--- src/rtl/fifo_pkg.sv ---
// Shared helpers for the multi-lane FIFOs: lane popcount, depth derivation
// and lane-slice indexing.
package fifo_pkg;

  // Widest write-lane mask the helpers accept.
  localparam int LANE_MAX = 64;

  // Number of set bits in a lane mask (unused upper bits must be zero).
  function automatic int popcount(input logic [LANE_MAX-1:0] v);
    int c;
    c = 0;
    for (int i = 0; i < LANE_MAX; i++) begin
      c += int'(v[i]);
    end
    return c;
  endfunction

  // Storage depth from the address width.
  function automatic int fifo_depth(input int addr_w);
    return 1 << addr_w;
  endfunction

  // LSB position of lane 'lane' inside a flattened lane bus.
  function automatic int lane_lsb(input int lane, input int width);
    return lane * width;
  endfunction

endpackage

--- src/rtl/fifo_lane_compactor.sv ---
// Turns a per-lane write-enable mask into per-lane slot offsets (exclusive
// prefix sum in ascending lane order) and the total number of enabled lanes.
// Purely combinational.
module fifo_lane_compactor
  import fifo_pkg::*;
#(
  parameter int WR_LANES = 2,
  parameter int OFF_W    = 4,
  parameter int CNT_W    = 5
) (
  input  logic [WR_LANES-1:0]            i_mask,
  output logic [WR_LANES-1:0][OFF_W-1:0] o_offset,
  output logic [CNT_W-1:0]               o_total
);

  // Each lane's offset counts the enabled lanes below it, so enabled lanes
  // land in consecutive slots with no gaps for disabled lanes.
  always_comb begin
    logic [CNT_W-1:0] acc;
    acc      = '0;
    o_offset = '0;
    for (int k = 0; k < WR_LANES; k++) begin
      o_offset[k] = acc[OFF_W-1:0];
      acc         = acc + {{(CNT_W-1){1'b0}}, i_mask[k]};
    end
  end

  assign o_total = CNT_W'(popcount(LANE_MAX'(i_mask)));

endmodule

--- src/rtl/sync_fifo_nw_1r.sv ---
// Single-clock FIFO with WR_LANES compacting write lanes and one registered
// read port. Optional build macro FIFO_ALMOST_FULL_EN adds Almost_full_out.
module sync_fifo_nw_1r
  import fifo_pkg::*;
#(
  parameter int DATA_WIDTH    = 65,
  parameter int ADDRESS_WIDTH = 4,
  parameter int WR_LANES      = 2
`ifdef FIFO_ALMOST_FULL_EN
  , parameter int ALMOST_FULL_THRESH = 12
`endif
) (
  input  logic                           Clk,
  input  logic                           Clear_in,
  input  logic                           stall,
  input  logic [WR_LANES*DATA_WIDTH-1:0] Data_in,
  input  logic [WR_LANES-1:0]            WriteEn_in,
  output logic                           Full_out,
  output logic                           Wr_reject_out,
  input  logic                           ReadEn_in,
  output logic [DATA_WIDTH-1:0]          Data_out,
  output logic                           Data_valid,
  output logic                           Empty_out,
  output logic [ADDRESS_WIDTH:0]         Count_out
`ifdef FIFO_ALMOST_FULL_EN
  , output logic                         Almost_full_out
`endif
);

  localparam int FIFO_DEPTH = fifo_depth(ADDRESS_WIDTH);
  localparam int CNT_W      = ADDRESS_WIDTH + 1;
  localparam logic [CNT_W-1:0] DEPTH_C = CNT_W'(FIFO_DEPTH);
  localparam logic [CNT_W-1:0] LANES_C = CNT_W'(WR_LANES);

  // Handshake: a push (any WriteEn_in lanes) is taken all-or-nothing on the
  // rising edge when !stall and the pre-edge free space covers every enabled
  // lane; otherwise it is refused and Wr_reject_out pulses one cycle later
  // (stalled requests are not refusals). A pop is taken when ReadEn_in &&
  // !Empty_out && !stall; the word appears on Data_out with Data_valid high in
  // the following cycle. A same-cycle pop never makes room for a push.

  logic [DATA_WIDTH-1:0]                 r_mem [FIFO_DEPTH];
  logic [ADDRESS_WIDTH-1:0]              r_wr_ptr;
  logic [ADDRESS_WIDTH-1:0]              r_rd_ptr;
  logic [CNT_W-1:0]                      r_count;
  logic [DATA_WIDTH-1:0]                 r_data_out;
  logic                                  r_data_valid;
  logic                                  r_reject;

  logic [WR_LANES-1:0][ADDRESS_WIDTH-1:0] w_offset;
  logic [CNT_W-1:0]                       w_n;
  logic [CNT_W-1:0]                       w_free;
  logic                                   w_push_req;
  logic                                   w_push;
  logic                                   w_reject;
  logic                                   w_pop;
  logic [CNT_W-1:0]                       w_inc;
  logic [CNT_W-1:0]                       w_dec;

  fifo_lane_compactor #(
    .WR_LANES (WR_LANES),
    .OFF_W    (ADDRESS_WIDTH),
    .CNT_W    (CNT_W)
  ) u_compactor (
    .i_mask   (WriteEn_in),
    .o_offset (w_offset),
    .o_total  (w_n)
  );

  assign w_free     = DEPTH_C - r_count;
  assign w_push_req = !stall && (w_n != '0);
  assign w_push     = w_push_req && (w_n <= w_free);
  assign w_reject   = w_push_req && !w_push;
  assign w_pop      = ReadEn_in && (r_count != '0) && !stall;
  assign w_inc      = w_push ? w_n : '0;
  assign w_dec      = w_pop ? CNT_W'(1) : '0;

  // Storage write: j-th enabled lane goes to wr_ptr + j (wraps with the pointer).
  always_ff @(posedge Clk) begin
    for (int k = 0; k < WR_LANES; k++) begin
      if (w_push && WriteEn_in[k]) begin
        r_mem[r_wr_ptr + w_offset[k]] <= Data_in[lane_lsb(k, DATA_WIDTH) +: DATA_WIDTH];
      end
    end
  end

  // Pointers and the authoritative occupancy count.
  always_ff @(posedge Clk or posedge Clear_in) begin
    if (Clear_in) begin
      r_wr_ptr <= '0;
      r_rd_ptr <= '0;
      r_count  <= '0;
    end else begin
      if (w_push) r_wr_ptr <= r_wr_ptr + w_n[ADDRESS_WIDTH-1:0];
      if (w_pop)  r_rd_ptr <= r_rd_ptr + ADDRESS_WIDTH'(1);
      r_count <= r_count + w_inc - w_dec;
    end
  end

  // Registered read port and reject pulse; Data_out holds when nothing pops.
  always_ff @(posedge Clk or posedge Clear_in) begin
    if (Clear_in) begin
      r_data_out   <= '0;
      r_data_valid <= 1'b0;
      r_reject     <= 1'b0;
    end else begin
      if (w_pop) r_data_out <= r_mem[r_rd_ptr];
      r_data_valid <= w_pop;
      r_reject     <= w_reject;
    end
  end

  assign Data_out      = r_data_out;
  assign Data_valid    = r_data_valid;
  assign Wr_reject_out = r_reject;
  assign Count_out     = r_count;
  assign Empty_out     = (r_count == '0);
  // Full means a push on every lane could not fit; narrower pushes may still go in.
  assign Full_out      = (r_count > (DEPTH_C - LANES_C));

`ifdef FIFO_ALMOST_FULL_EN
  assign Almost_full_out = (r_count >= CNT_W'(ALMOST_FULL_THRESH));
`endif

endmodule

--- config.mk ---
export PLATFORM = sky130hd
export DESIGN_NAME = sync_fifo_nw_1r
export DESIGN_NICKNAME = d
export VERILOG_FILES = /design/src/rtl/fifo_pkg.sv /design/src/rtl/fifo_lane_compactor.sv /design/src/rtl/sync_fifo_nw_1r.sv
export SDC_FILE = /design/constraint.sdc
export NUM_CORES = 2
export LEC_CHECK = 0
export CAP_MARGIN = 20
export CORE_ASPECT_RATIO = 0.9
export CORE_MARGIN = 4
export CORE_UTILIZATION = 55
export DETAILED_ROUTE_END_ITERATION = 7
export DONT_BUFFER_PORTS = 1
export GPL_ROUTABILITY_DRIVEN = 0
export PLACE_DENSITY = 0.66
export SLEW_MARGIN = 20
export SYNTH_ARGS = -nofsm -noshare
export SYNTH_HDL_FRONTEND = slang
export SYNTH_HIERARCHICAL = 1
export SYNTH_SLANG_ARGS = --single-unit
--- constraint.sdc ---
create_clock -name Clk -period 8.59 [get_ports Clk]
set_input_delay 1.2885 -clock Clk [delete_from_list [all_inputs] [get_ports Clk]]
set_output_delay 1.2885 -clock Clk [all_outputs]
set_load 0.02 [all_outputs]
==> summary.txt <==
Yosys
  • Cell Area, Synth: 0.05731 mm2
  • Post-synth top area cell: edfxtp_1
  • Syn. warnings: 6
  • Post-Synth XOR/XNOR Area: 0.3755%
  • Synth top area cells: edfxtp_1 54%, mux2_2 17%, mux4_2 10%
  • Post-synthesis mux area share: 33.71%
  • Synth top area share: 54.50%
  • Largest family of logic cells by synthesized area: multiplexers
  • Yosys reg bits: 1120
  • Synth Instances: 3280
  • Complex-gate fraction of the synthesized area: 1.814%
  • Count of cell types in the netlist: 48
  • EDFF count, synth: 1040
  • Synth Area in Adders: 0.7292%
  • Avg Cell Area, Syn: 17.47 um2
  • Async set or reset register ratio after synthesis: 7.143%
  • Dominant synthesized flop cell: edfxtp_1
  • Simple-Gate Fraction of Synth Area: 1.362%
  • Sequential fraction of the synthesis area: 57.99%

Worst setup path
  • CP startpoint kind: register
  • Worst path arrival time: 5.42 ns
  • Worst Setup Path Type: register to register
  • Crit path max fanout: 34
  • Reg2Reg Setup Slack: 3.49 ns
  • Reg2reg path depth: 13
  • CP endpoint kind: register
  • Critical path origin: Count_out[0]
  • FF-to-FF End: r_mem[4][6]
  • Critical Path RT: 8.91 ns
  • R2r startpoint: Count_out[0]
  • Crit path cell chain: inv_1, ha_1, and3_1, ha_1, ha_1, and3_1, o21ai_0, a31o_2, buf_4, nand2b_2, nor2_4, buf_4, buf_4
  • Slowest cell delay on critical path: 0.64 ns
  • Slowest CP cell: buf_4

Power and ir drop
  • Max IR drop VDD: 0.0002038 V
  • Pwr Total: 0.01767 W
  • Power Density: 287.3 mW/mm2
  • Pleak: 21.17 nW

Clocking
  • Worst skew pair latency: 0.71 ns
  • Hold buffers post-CTS: 0
  • Clock tree buffer depth: 3
  • Post-CTS Resized: 0
  • Root Driver: clkbuf_16
  • Postcts setup bufs: 0
  • Clock slew at reported path FFs: 0.06 ns
  • CTS buffer count: 116
  • CTS sink count: 1120
  • H-Tree Depth: 3
  • TritonCTS clock tree: built

Finish
  • Multi-input logic area: 0.02209 mm2
  • Most common cell after layout, fill and taps aside: edfxtp_1
  • Final Util: 59.40%
  • Most frequent cells in the layout: 1040 x edfxtp_1, 842 x mux2_2, 259 x mux4_2
  • Sequential cell area: 0.03324 mm2
  • Fillers: 7519
  • Area Growth Syn to Fin: 7.345%
  • N_diodes: 0
  • Nets: 3275
  • Layout cells sized above 1: 49.44%

STA
  • Least-Margin Pin Slew: 1.212 ns
  • Setup TNS: 0 ns
  • Final period utilization: 59.43%
  • Slew margin rel.: 19.21%
  • Worst Hold Slack: 0.4937 ns
  • Final setup vio count: 0
  • Setup Skew: 0.02881 ns
  • Final hold vios: 0
  • RSZ-0062 raised after global routing: false
  • Crit path time final: 5.105 ns
  • Maximum clock frequency: 0.1959 GHz
  • Final max-slew violation count: 0

Floorplanning
  • Die width: 348.3 um
  • # IOs: 210
  • Die extent in y: 314.2 um
  • Die area: 0.1094 mm2
  • Initial Util: 55.34%
  • Placeable core region: 0.1036 mm2
  • Cell Rows: 112

Global route
  • Initial antenna violation count: 1
  • First-pass GRT wire length: 225.2 mm
  • Global Route Usage Sum: 28.11%
  • Grt total ovfl: 0
  • Largest net degree at the start of global routing: 116
  • Vias in the first global route: 32450

Hold path
  • Hold WC Path Type: input pin to asynchronous set/reset pin

Routing
  • DR iter-0 viols: 2704
  • Drt first pass iters: 6
  • WL final: 154.3 mm
  • DR vias/cell: 6.670
  • DRC: 0
  • Wirelength per Cell: 33.69 um
  • ANT nets after route: 0
  • Vias post-DR: 30530

Placed design
  • Detailed Place HPWL: 86.30 mm
  • IO Port Bufs: 0

Flow run
  • Max Cap Violations: 0

Run status
  • Status: complete, no violations
## layer usage
metal / global-route usage, % / share of wire [%] / up-vias
met3: 5.798 / 7.6 / 236
met2: 47.19 / 49 / 1150
met1: 37.98 / 41 / 16460
met5: 0 / 0 / -
met4: 6.901 / 2.4 / 0
li1: - / - / 12690
## registers in the layout, summed over array words and instances (netlist names)
signal	cells
r_wr_ptr	4
Data_out	65
r_rd_ptr	4
Count_out	5
Wr_reject_out	1
r_mem	1040
Data_valid	1
## cells by family (layout without fill, tap and decap cells)
logic type      after synthesis  in the layout
mux                        1401           1401
flops                      1120           1120
buf+inv                     381            302
compound gates              163            163
simple gates                161            161
fa+ha+maj                    31             31
xor+xnor                     22             22
other cells                   1             10
## worst max-delay path, delay by kind of cell, from the launching register on
family                   cells  cell delay (ns)
buffers and inverters        4             1.76
AND/OR/NAND/NOR              4             1.24
AO/OA/AOI/OAI                2             0.24
adder cells (fa/ha/maj)      3             0.83
flip-flops                   1             0.56
## Yosys cell counts (22+ instances only)
library cell  number
o22ai_1           34
dfrtp_1           80
mux2_2           842
mux2_4           200
nand2_1           24
ha_1              27
a21oi_1           37
nor2_1            85
clkbuf_1         182
a211oi_1          35
mux4_2           259
mux2i_1          100
o21ai_0           32
edfxtp_1        1040
buf_6             76
buf_2             66
inv_1             22
## where the power goes
group / total (W) / internal, W / switching, W
registers: 0.00745 / 0.00680 / 0.000652
logic: 0.00524 / 0.00237 / 0.00287
clock network: 0.00499 / 0.00287 / 0.00212
total: 0.0177 / 0.0120 / 0.00564
## layout make-up
cell class,count,area share (%)
Clock inverter,33,0.4882
Timing Repair Buffer,59,1.005
Clock buffer,187,5.626
Inverter,23,0.1444
Tap cell,1368,2.782
Sequential cell,1120,54.04
Multi-Input combinational cell,1788,35.91
## worst max-delay path by stage
stage / to / slack, ns / cells past startpoint
floorplan: r_mem[4][0] / 2.46 / 10
global placement: r_mem[6][37] / 3.25 / 9
detailed placement: r_mem[7][35] / 3.34 / 9
CTS: r_mem[7][40] / 3.49 / 12
global route: r_mem[7][45] / 3.28 / 12
finish: r_mem[4][6] / 3.49 / 13
## stage by stage
stage	instances	setup slack, ns	cell area [um2]
floorplan	3289	2.457	57340
finish	4578	3.485	61520
detailed placement	4358	3.339	57750
global placement	4356	3.251	57710
global route	4578	3.277	61520
CTS	4578	3.489	61520
(Power assumes the default switching activity.)
